$ cat src/rtl/serial_adder_pkg.sv
// Shared types for the bit-serial adder controller.
package serial_adder_pkg;

  typedef enum logic [1:0] {
    S_IDLE = 2'd0,
    S_RUN  = 2'd1,
    S_DONE = 2'd2
  } state_t;

endpackage : serial_adder_pkg

$ cat src/rtl/adder.sv
// One-bit full adder, stepped once per clock by the serial controller.
module adder (
  input  logic a,
  input  logic b,
  input  logic cin,
  output logic sum,
  output logic cout
);

  logic half_sum;

  assign half_sum = a ^ b;
  assign sum      = half_sum ^ cin;
  assign cout     = (a & b) | (cin & half_sum);

endmodule : adder

$ cat src/rtl/serial_adder_ctrl.sv
// Bit-serial N-bit adder: accepts operands, ripples them LSB-first through a
// single full adder, then holds sum and carry-out until the consumer takes them.
module serial_adder_ctrl
  import serial_adder_pkg::*;
#(
  parameter int unsigned WIDTH = 8
) (
  input  logic             clk,
  input  logic             rst_n,
  input  logic             in_valid,
  output logic             in_ready,
  input  logic [WIDTH-1:0] a_i,
  input  logic [WIDTH-1:0] b_i,
  input  logic             cin_i,
  output logic             out_valid,
  input  logic             out_ready,
  output logic [WIDTH-1:0] sum_o,
  output logic             cout_o,
  output logic             busy
);

  localparam int unsigned     CNT_W    = (WIDTH > 1) ? $clog2(WIDTH) : 1;
  localparam logic [CNT_W-1:0] CNT_LAST = CNT_W'(WIDTH - 1);

  state_t             state_q,     state_d;
  logic [WIDTH-1:0]   a_sr_q,      a_sr_d;
  logic [WIDTH-1:0]   b_sr_q,      b_sr_d;
  logic [WIDTH-1:0]   sum_sr_q,    sum_sr_d;
  logic               carry_q,     carry_d;
  logic [CNT_W-1:0]   cnt_q,       cnt_d;
  logic               in_ready_q,  in_ready_d;
  logic               out_valid_q, out_valid_d;
  logic               busy_q,      busy_d;

  logic               fa_sum;
  logic               fa_cout;

  adder u_adder (
    .a    (a_sr_q[0]),
    .b    (b_sr_q[0]),
    .cin  (carry_q),
    .sum  (fa_sum),
    .cout (fa_cout)
  );

  // Next-state, datapath and handshake-flag logic
  always_comb begin
    state_d  = state_q;
    a_sr_d   = a_sr_q;
    b_sr_d   = b_sr_q;
    sum_sr_d = sum_sr_q;
    carry_d  = carry_q;
    cnt_d    = cnt_q;

    case (state_q)
      S_IDLE: begin
        if (in_valid) begin
          a_sr_d  = a_i;
          b_sr_d  = b_i;
          carry_d = cin_i;
          cnt_d   = '0;
          state_d = S_RUN;
        end
      end

      S_RUN: begin
        sum_sr_d = {fa_sum, sum_sr_q[WIDTH-1:1]};
        a_sr_d   = {1'b0, a_sr_q[WIDTH-1:1]};
        b_sr_d   = {1'b0, b_sr_q[WIDTH-1:1]};
        carry_d  = fa_cout;
        // Counter saturates on the last bit so it never wraps
        if (cnt_q == CNT_LAST) begin
          state_d = S_DONE;
        end else begin
          cnt_d = cnt_q + CNT_W'(1);
        end
      end

      S_DONE: begin
        if (out_ready) begin
          state_d = S_IDLE;
        end
      end

      default: begin
        state_d = S_IDLE;
      end
    endcase

    in_ready_d  = (state_d == S_IDLE);
    out_valid_d = (state_d == S_DONE);
    busy_d      = (state_d != S_IDLE);
  end

  always_ff @(posedge clk) begin
    if (!rst_n) begin
      state_q     <= S_IDLE;
      a_sr_q      <= '0;
      b_sr_q      <= '0;
      sum_sr_q    <= '0;
      carry_q     <= 1'b0;
      cnt_q       <= '0;
      in_ready_q  <= 1'b1;
      out_valid_q <= 1'b0;
      busy_q      <= 1'b0;
    end else begin
      state_q     <= state_d;
      a_sr_q      <= a_sr_d;
      b_sr_q      <= b_sr_d;
      sum_sr_q    <= sum_sr_d;
      carry_q     <= carry_d;
      cnt_q       <= cnt_d;
      in_ready_q  <= in_ready_d;
      out_valid_q <= out_valid_d;
      busy_q      <= busy_d;
    end
  end

  assign in_ready  = in_ready_q;
  assign out_valid = out_valid_q;
  assign busy      = busy_q;
  assign sum_o     = sum_sr_q;
  assign cout_o    = carry_q;

endmodule : serial_adder_ctrl

$ cat config.mk
export PLATFORM = sky130hd
export DESIGN_NAME = serial_adder_ctrl
export DESIGN_NICKNAME = d
export VERILOG_FILES = /design/src/rtl/serial_adder_pkg.sv /design/src/rtl/adder.sv /design/src/rtl/serial_adder_ctrl.sv
export SDC_FILE = /design/constraint.sdc
export NUM_CORES = 1
export LEC_CHECK = 0
export BUFFER_PORTS_ARGS = -buffer_cell sky130_fd_sc_hd__buf_2
export CAP_MARGIN = 20
export CORE_MARGIN = 5
export CORE_UTILIZATION = 25
export DETAILED_ROUTE_END_ITERATION = 10
export PLACE_DENSITY = 0.45
export SLEW_MARGIN = 20
export SYNTH_ARGS = -nofsm -noshare
export SYNTH_HDL_FRONTEND = slang
export SYNTH_SLANG_ARGS = --single-unit
$ cat constraint.sdc
create_clock -name clk -period 1.4 [get_ports clk]
set_input_delay 0.14 -clock clk [delete_from_list [all_inputs] [get_ports clk]]
set_output_delay 0.14 -clock clk [all_outputs]
set_load 0.01 [all_outputs]
==> flow_metrics.py, run 1 <==
metrics = {
    "final_layout": {
        "n_fill_cell": 614,
        "nets": 194,
        "final_cells": 242,
        "final_area_um2": 1780,
        "syn_to_final_growth_pct": 22.3,
        "diodes": 0,
        "final_layout_size_suffix_gt1_share_pct": 28.8,
    },
    "floorplan": {
        "die_h_um": 86.4,
        "die_x_um": 86.4,
        "design.portCount": 33,
        "core_um2": 5570,
        "rows": 27,
        "start_util_pct": 26.2,
        "die_area_um2": 7460,
    },
    "timing": {
        "fin_skew_ps": 3.28,
        "rsz0062_at_grt": "yes",
        "worstMarginPinSlew_ps": 405,
        "max_freq_ghz": 0.770,
        "setup_viol": 0,
        "slew_viol_final": 0,
        "finalCriticalPeriod_ps": 1300,
        "finalCritPeriodShare_pct": 92.7,
        "hold_viol": 0,
        "slew_headroom_pct": 72.9,
        "fin_ws_ps": 102,
        "tns_ps": 0,
    },
    "outcome": {
        "outcome": "completed",
    },
    "detailed_routing": {
        "avgRoutedWirePerCell_um": 12.4,
        "drcViolationCount": 0,
        "drtIter0Drc": 45,
        "wirelength_um": 3010,
        "drt_pass1_iterations": 4,
        "num_vias": 1077,
        "postRouteAntennaNets": 0,
        "via_per_inst": 4.45,
    },
    "cts": {
        "insertion_delay_ps": 280,
        "clk_pin_slew_ps": 60,
        "cts_resized": 0,
        "numCtsBuffers": 5,
        "cts-root-buf": "clkbuf_8",
        "cts_tree": "done",
        "cts_max_level": 2,
        "max-clock-path-buffers": 2,
        "cts_hold_buf": 0,
        "cts.sink_count": 33,
        "cts_setup_buffers": 0,
    },
    "critical_path": {
        "reg2reg_depth": 5,
        "slowest_delay_ps": 340,
        "r2r_start": "cnt_q[0]",
        "worst-path-max-fanout": 5,
        "cpLargestDelayFamily": "adder cells",
        "worstSetupPathType": "register to register",
        "cp.arrival_ps": 1460,
        "cpMaxStageDelayCell": "dfxtp_2",
        "cp-endpoint": "cnt_q[1]",
        "worstSetupStartpoint": "cnt_q[0]",
        "rr_endpoint": "cnt_q[1]",
        "required_ps": 1560,
        "path_cells": "ha_1 > ha_2 > and2_1 > a32oi_1 > a21boi_0",
        "cp.depth": 5,
        "crit_buf_inv": 0,
        "endpoint_kind": "register",
        "r2r_slack_ps": 100,
        "cp-start-kind": "register",
    },
    "global_routing": {
        "grtUsageTotal_pct": 8.89,
        "antenna_found_initial": 0,
        "grt_first_pass_wirelength_um": 5220,
        "globalRouteOverflowTotal": 0,
        "grt_max_degree": 33,
        "grt_pass1_vias": 1127,
    },
    "flow_run": {
        "cap_violations": 0,
    },
    "synthesis": {
        "yosysWarningCount": 0,
        "synthTopCellsByArea": "dfxtp_1 (45%), mux2i_1 (16%), o211a_1 (10%)",
        "yosysSeqAreaShare_pct": 45.3,
        "yosysMostFrequentCell": "dfxtp_1",
        "synth_nets": 159,
        "synth.distinct_cells": 24,
        "async_flop_share_pct": 0,
        "syn_avg_cell_area_um2": 10.8,
        "syn_area_um2": 1460,
        "synth_top_area_cell": "dfxtp_1",
        "synth_top_area_share_pct": 45.3,
        "synth_commonest_cells": "dfxtp_1 (33), mux2i_1 (23), nand2_1 (19), o211a_1 (15), nor2b_1 (11)",
        "synth_enable_flop_cells": 0,
        "ys_seq_elements": 33,
        "synth_ff_type": "dfxtp_1",
        "syn_inst": 135,
    },
    "worst_hold_path": {
        "hp-class": "input port to register",
        "whs_path_depth": 3,
    },
    "placed_design": {
        "placed_cells": 235,
        "post-dp-hpwl_um": 2230,
        "gp_congestion": 0.657,
        "port_buffers": 32,
        "place_area_um2": 1690,
        "place_ws_ps": 37.7,
    },
    "power_and_ir_drop": {
        "p_leak_nw": 0.891,
        "peakVddDrop_mv": 0.585,
        "power_density_nw_per_um2": 1120,
    },
}
==> power breakdown <==
| group | switching (mW) | total [mW] | internal (mW) |
|---|---|---|---|
| logic | 0.124 | 0.261 | 0.138 |
| clock network | 0.324 | 0.714 | 0.390 |
| registers | 0.0333 | 1.03 | 0.995 |
==> routing by layer <==
metal	track usage, %	share of wire, %	vias up
li1	-	-	548
met1	10.6	45	497
met2	14.0	46	27
met3	4.18	7.5	5
met4	3.26	1.5	0
met5	0	0	-
==> registers in the layout (all words and copies together), names as in the netlist <==
name and flops:
a_sr_q 8, b_sr_q 8, busy 1, cnt_q 3
cout_o 1, in_ready 1, out_valid 1, state_q 2
sum_o 8
==> per-stage QoR <==
stage	utilization [%]	hold slack (ps)	power (mW)
floorplan	-	280	1.24
global placement	30.3	418	1.31
detailed placement	30.3	428	1.31
CTS	31.8	143	2.03
global route	32.0	189	2.12
finish	32.0	143	2.00
==> layout make-up <==
type | count | area, µm² | area share, %
well taps | 72 | 90.1 | 5.05
repair buffers | 38 | 218 | 12.2
clock buffers | 7 | 86.3 | 4.84
flip-flops and latches | 33 | 662 | 37.1
inverters | 1 | 3.75 | 0.210
multi-input cells | 91 | 724 | 40.6
==> logic make-up after synthesis <==
family / Yosys count / share of synthesized area (%)
AND/OR/NAND/NOR: 37 / 13.0
adder cells (fa/ha/maj): 3 / 3.09
buffers and inverters: 11 / 5.66
multiplexers: 23 / 15.8
flip-flops: 33 / 45.3
AO/OA/AOI/OAI: 28 / 17.2
==> placed cells by master, fill, tap and decap left out, drive strengths merged <==
cell type,n
buf,38
dfxtp,33
mux2i,23
nand2,19
o211a,15
nor2b,11
clkbuf,7
o21a,3
a21boi,3
a22oi,2
nor2,2
a32oi,2
nor3b,2
ha,2
o21bai,1
o21ba,1
and2,1
inv,1
nor4b,1
a31oi,1
and3,1
fa,1
==> worst reg2reg max path, stage by stage, from the launching register on <==
cell	delay [ps]
dfxtp_2	340
ha_1	210
ha_2	210
and2_1	180
a32oi_1	140
a21boi_0	100
==> worst min path at each step <==
| stage | startpoint | to |
|---|---|---|
| after detailed placement | a_i[7] | a_sr_q[7] |
| after global routing | a_i[7] | a_sr_q[7] |
| final | a_i[7] | a_sr_q[7] |
| after global placement | b_i[7] | b_sr_q[7] |
| after floorplan | rst_n | busy |
| after CTS | a_i[7] | a_sr_q[7] |
Note: power is estimated with default switching activity, not from simulation.
==> run 2, diff against run 1 <==
--- a/config.mk
+++ b/config.mk
@@ -7,7 +7,6 @@
 export LEC_CHECK = 0
 export BUFFER_PORTS_ARGS = -buffer_cell sky130_fd_sc_hd__buf_2
 export CAP_MARGIN = 20
-export CORE_MARGIN = 5
 export CORE_UTILIZATION = 25
 export DETAILED_ROUTE_END_ITERATION = 10
 export PLACE_DENSITY = 0.45
==> constraint.sdc (replaced) <==
create_clock -name clk -period 1.4 [get_ports clk]
set_input_delay 0.28 -clock clk [delete_from_list [all_inputs] [get_ports clk]]
set_output_delay 0.28 -clock clk [all_outputs]
set_load 0.01 [all_outputs]
==> run 2 against run 1 <==
Against the previous run: power down 1.3%; wire length hardly changed; worst setup slack got worse by 28 ps; final cell count unchanged; fmax decreased by 2.1%; critical path depth unchanged; utilization is 0.090 points higher; largest power group unchanged.
==> flow_metrics.py, run 2 (synthesis gave the netlist of run 1 again) <==
metrics = {
    "outcome": {
        "outcome": "completed",
    },
    "global_routing": {
        "grt_first_pass_wirelength_um": 5040,
        "grt_pass1_vias": 1042,
        "antenna_found_initial": 0,
        "grt_max_degree": 33,
        "globalRouteOverflowTotal": 0,
        "grtUsageTotal_pct": 10.8,
    },
    "worst_hold_path": {
        "hp-class": "input port to register",
    },
    "timing": {
        "finalCritPeriodShare_pct": 94.7,
        "rsz0062_at_grt": "no",
        "worstMarginPinSlew_ps": 408,
        "slew_viol_final": 0,
        "slew_headroom_pct": 72.7,
        "finalCriticalPeriod_ps": 1330,
        "fin_skew_ps": 7.20,
        "hold_viol": 0,
        "tns_ps": 0,
        "finalHoldWorstSlack_ps": 260,
        "setup_viol": 0,
        "max_freq_ghz": 0.754,
    },
    "placed_design": {
        "post-dp-hpwl_um": 2080,
        "placed_cells": 234,
        "gp_congestion": 0.693,
        "place_area_um2": 1690,
        "port_buffers": 32,
    },
    "critical_path": {
        "endpoint_kind": "register",
        "slowest_delay_ps": 340,
        "required_ps": 1570,
        "worst-path-max-fanout": 5,
        "path_cells": "ha_1 > ha_2 > and2_1 > a32oi_2 > a21boi_1",
        "cp.arrival_ps": 1500,
        "cpMaxStageDelayCell": "dfxtp_1",
        "worstSetupPathType": "register to register",
        "cp-start-kind": "register",
    },
    "floorplan": {
        "core_um2": 5570,
        "rows": 27,
        "die_x_um": 78.4,
        "design.portCount": 33,
        "start_util_pct": 26.2,
        "die_h_um": 78.4,
        "die_area_um2": 6140,
    },
    "flow_run": {
        "cap_violations": 0,
    },
    "power_and_ir_drop": {
        "peakVddDrop_mv": 0.696,
        "power_density_nw_per_um2": 1110,
        "p_leak_nw": 0.892,
    },
    "cts": {
        "max-clock-path-buffers": 2,
        "clk_pin_slew_ps": 70,
        "cts_setup_buffers": 0,
        "cts_max_level": 2,
        "cts.sink_count": 33,
        "insertion_delay_ps": 280,
        "cts_tree": "done",
        "cts-root-buf": "clkbuf_8",
        "numCtsBuffers": 5,
        "cts_hold_buf": 0,
    },
    "final_layout": {
        "n_fill_cell": 598,
        "fin_util_pct": 32.1,
        "syn_to_final_growth_pct": 22.6,
        "final_layout_size_suffix_gt1_share_pct": 29.4,
        "nets": 193,
        "layout_common_cells": "dfxtp_1 (32), buf_2 (32), mux2i_1 (23)",
        "final_cells": 242,
        "multi_input_area_um2": 728,
        "regArea_um2": 662,
        "diodes": 0,
        "final_area_um2": 1790,
    },
    "detailed_routing": {
        "via_per_inst": 4.39,
        "drcViolationCount": 0,
        "num_vias": 1063,
        "drtIter0Drc": 43,
        "postRouteAntennaNets": 0,
        "wirelength_um": 3010,
        "avgRoutedWirePerCell_um": 12.4,
        "drt_pass1_iterations": 4,
    },
}
[run 2: worst paths after layout]
| kind | from | to | slack, ps | depth (start not counted) |
|---|---|---|---|---|
| worst min register to register | a_sr_q[5] | a_sr_q[5] | 500 | 1 |
| worst max register to register | cnt_q[0] | cnt_q[1] | 70 | 5 |
| worst max-delay path | cnt_q[0] | cnt_q[1] | 70 | 5 |
| worst min-delay path | b_i[7] | b_sr_q[7] | 260 | 3 |
[run 2: layout make-up]
class	instances	area share, %
Timing Repair Buffer	37	12.4
Clock inverter	2	0.559
Multi-Input combinational cell	91	40.7
Tap cell	72	5.03
Inverter	1	0.210
Clock buffer	6	4.06
Sequential cell	33	37.0
[run 2: timing repair]
action,CTS,global route
endpoints found under the setup margin,1,11
gates resized for setup,1,4
gates cloned,0,0
pin swaps,1,1
[run 2: worst max-delay path: cells and delay by family (launching register included)]
kind / cells / cell delay, ps
AOI/OAI and AO/OA: 2 / 260
adders and majority gates: 2 / 420
DFF: 1 / 340
and+or+nand+nor: 1 / 200
[run 2: metrics by stage]
stage               total power [mW]  setup WS (ps)
floorplan                       1.24            186
global placement                1.31            116
detailed placement              1.32           48.1
CTS                             2.01           27.3
global route                    2.09           28.0
finish                          1.98           73.9
[run 2: routing by layer]
metal | vias to the layer above | GRT usage, % | wire (µm)
met2 | 26 | 16.8 | 1400
met5 | - | 0 | 0
li1 | 545 | - | -
met4 | 0 | 4.81 | 15
met1 | 490 | 13.3 | 1430
met3 | 2 | 3.72 | 161
[run 2: power breakdown]
part	total, mW	switching (mW)	internal [mW]
clock	0.680	0.336	0.344
combinational	0.265	0.124	0.141
sequential	1.03	0.0375	0.995
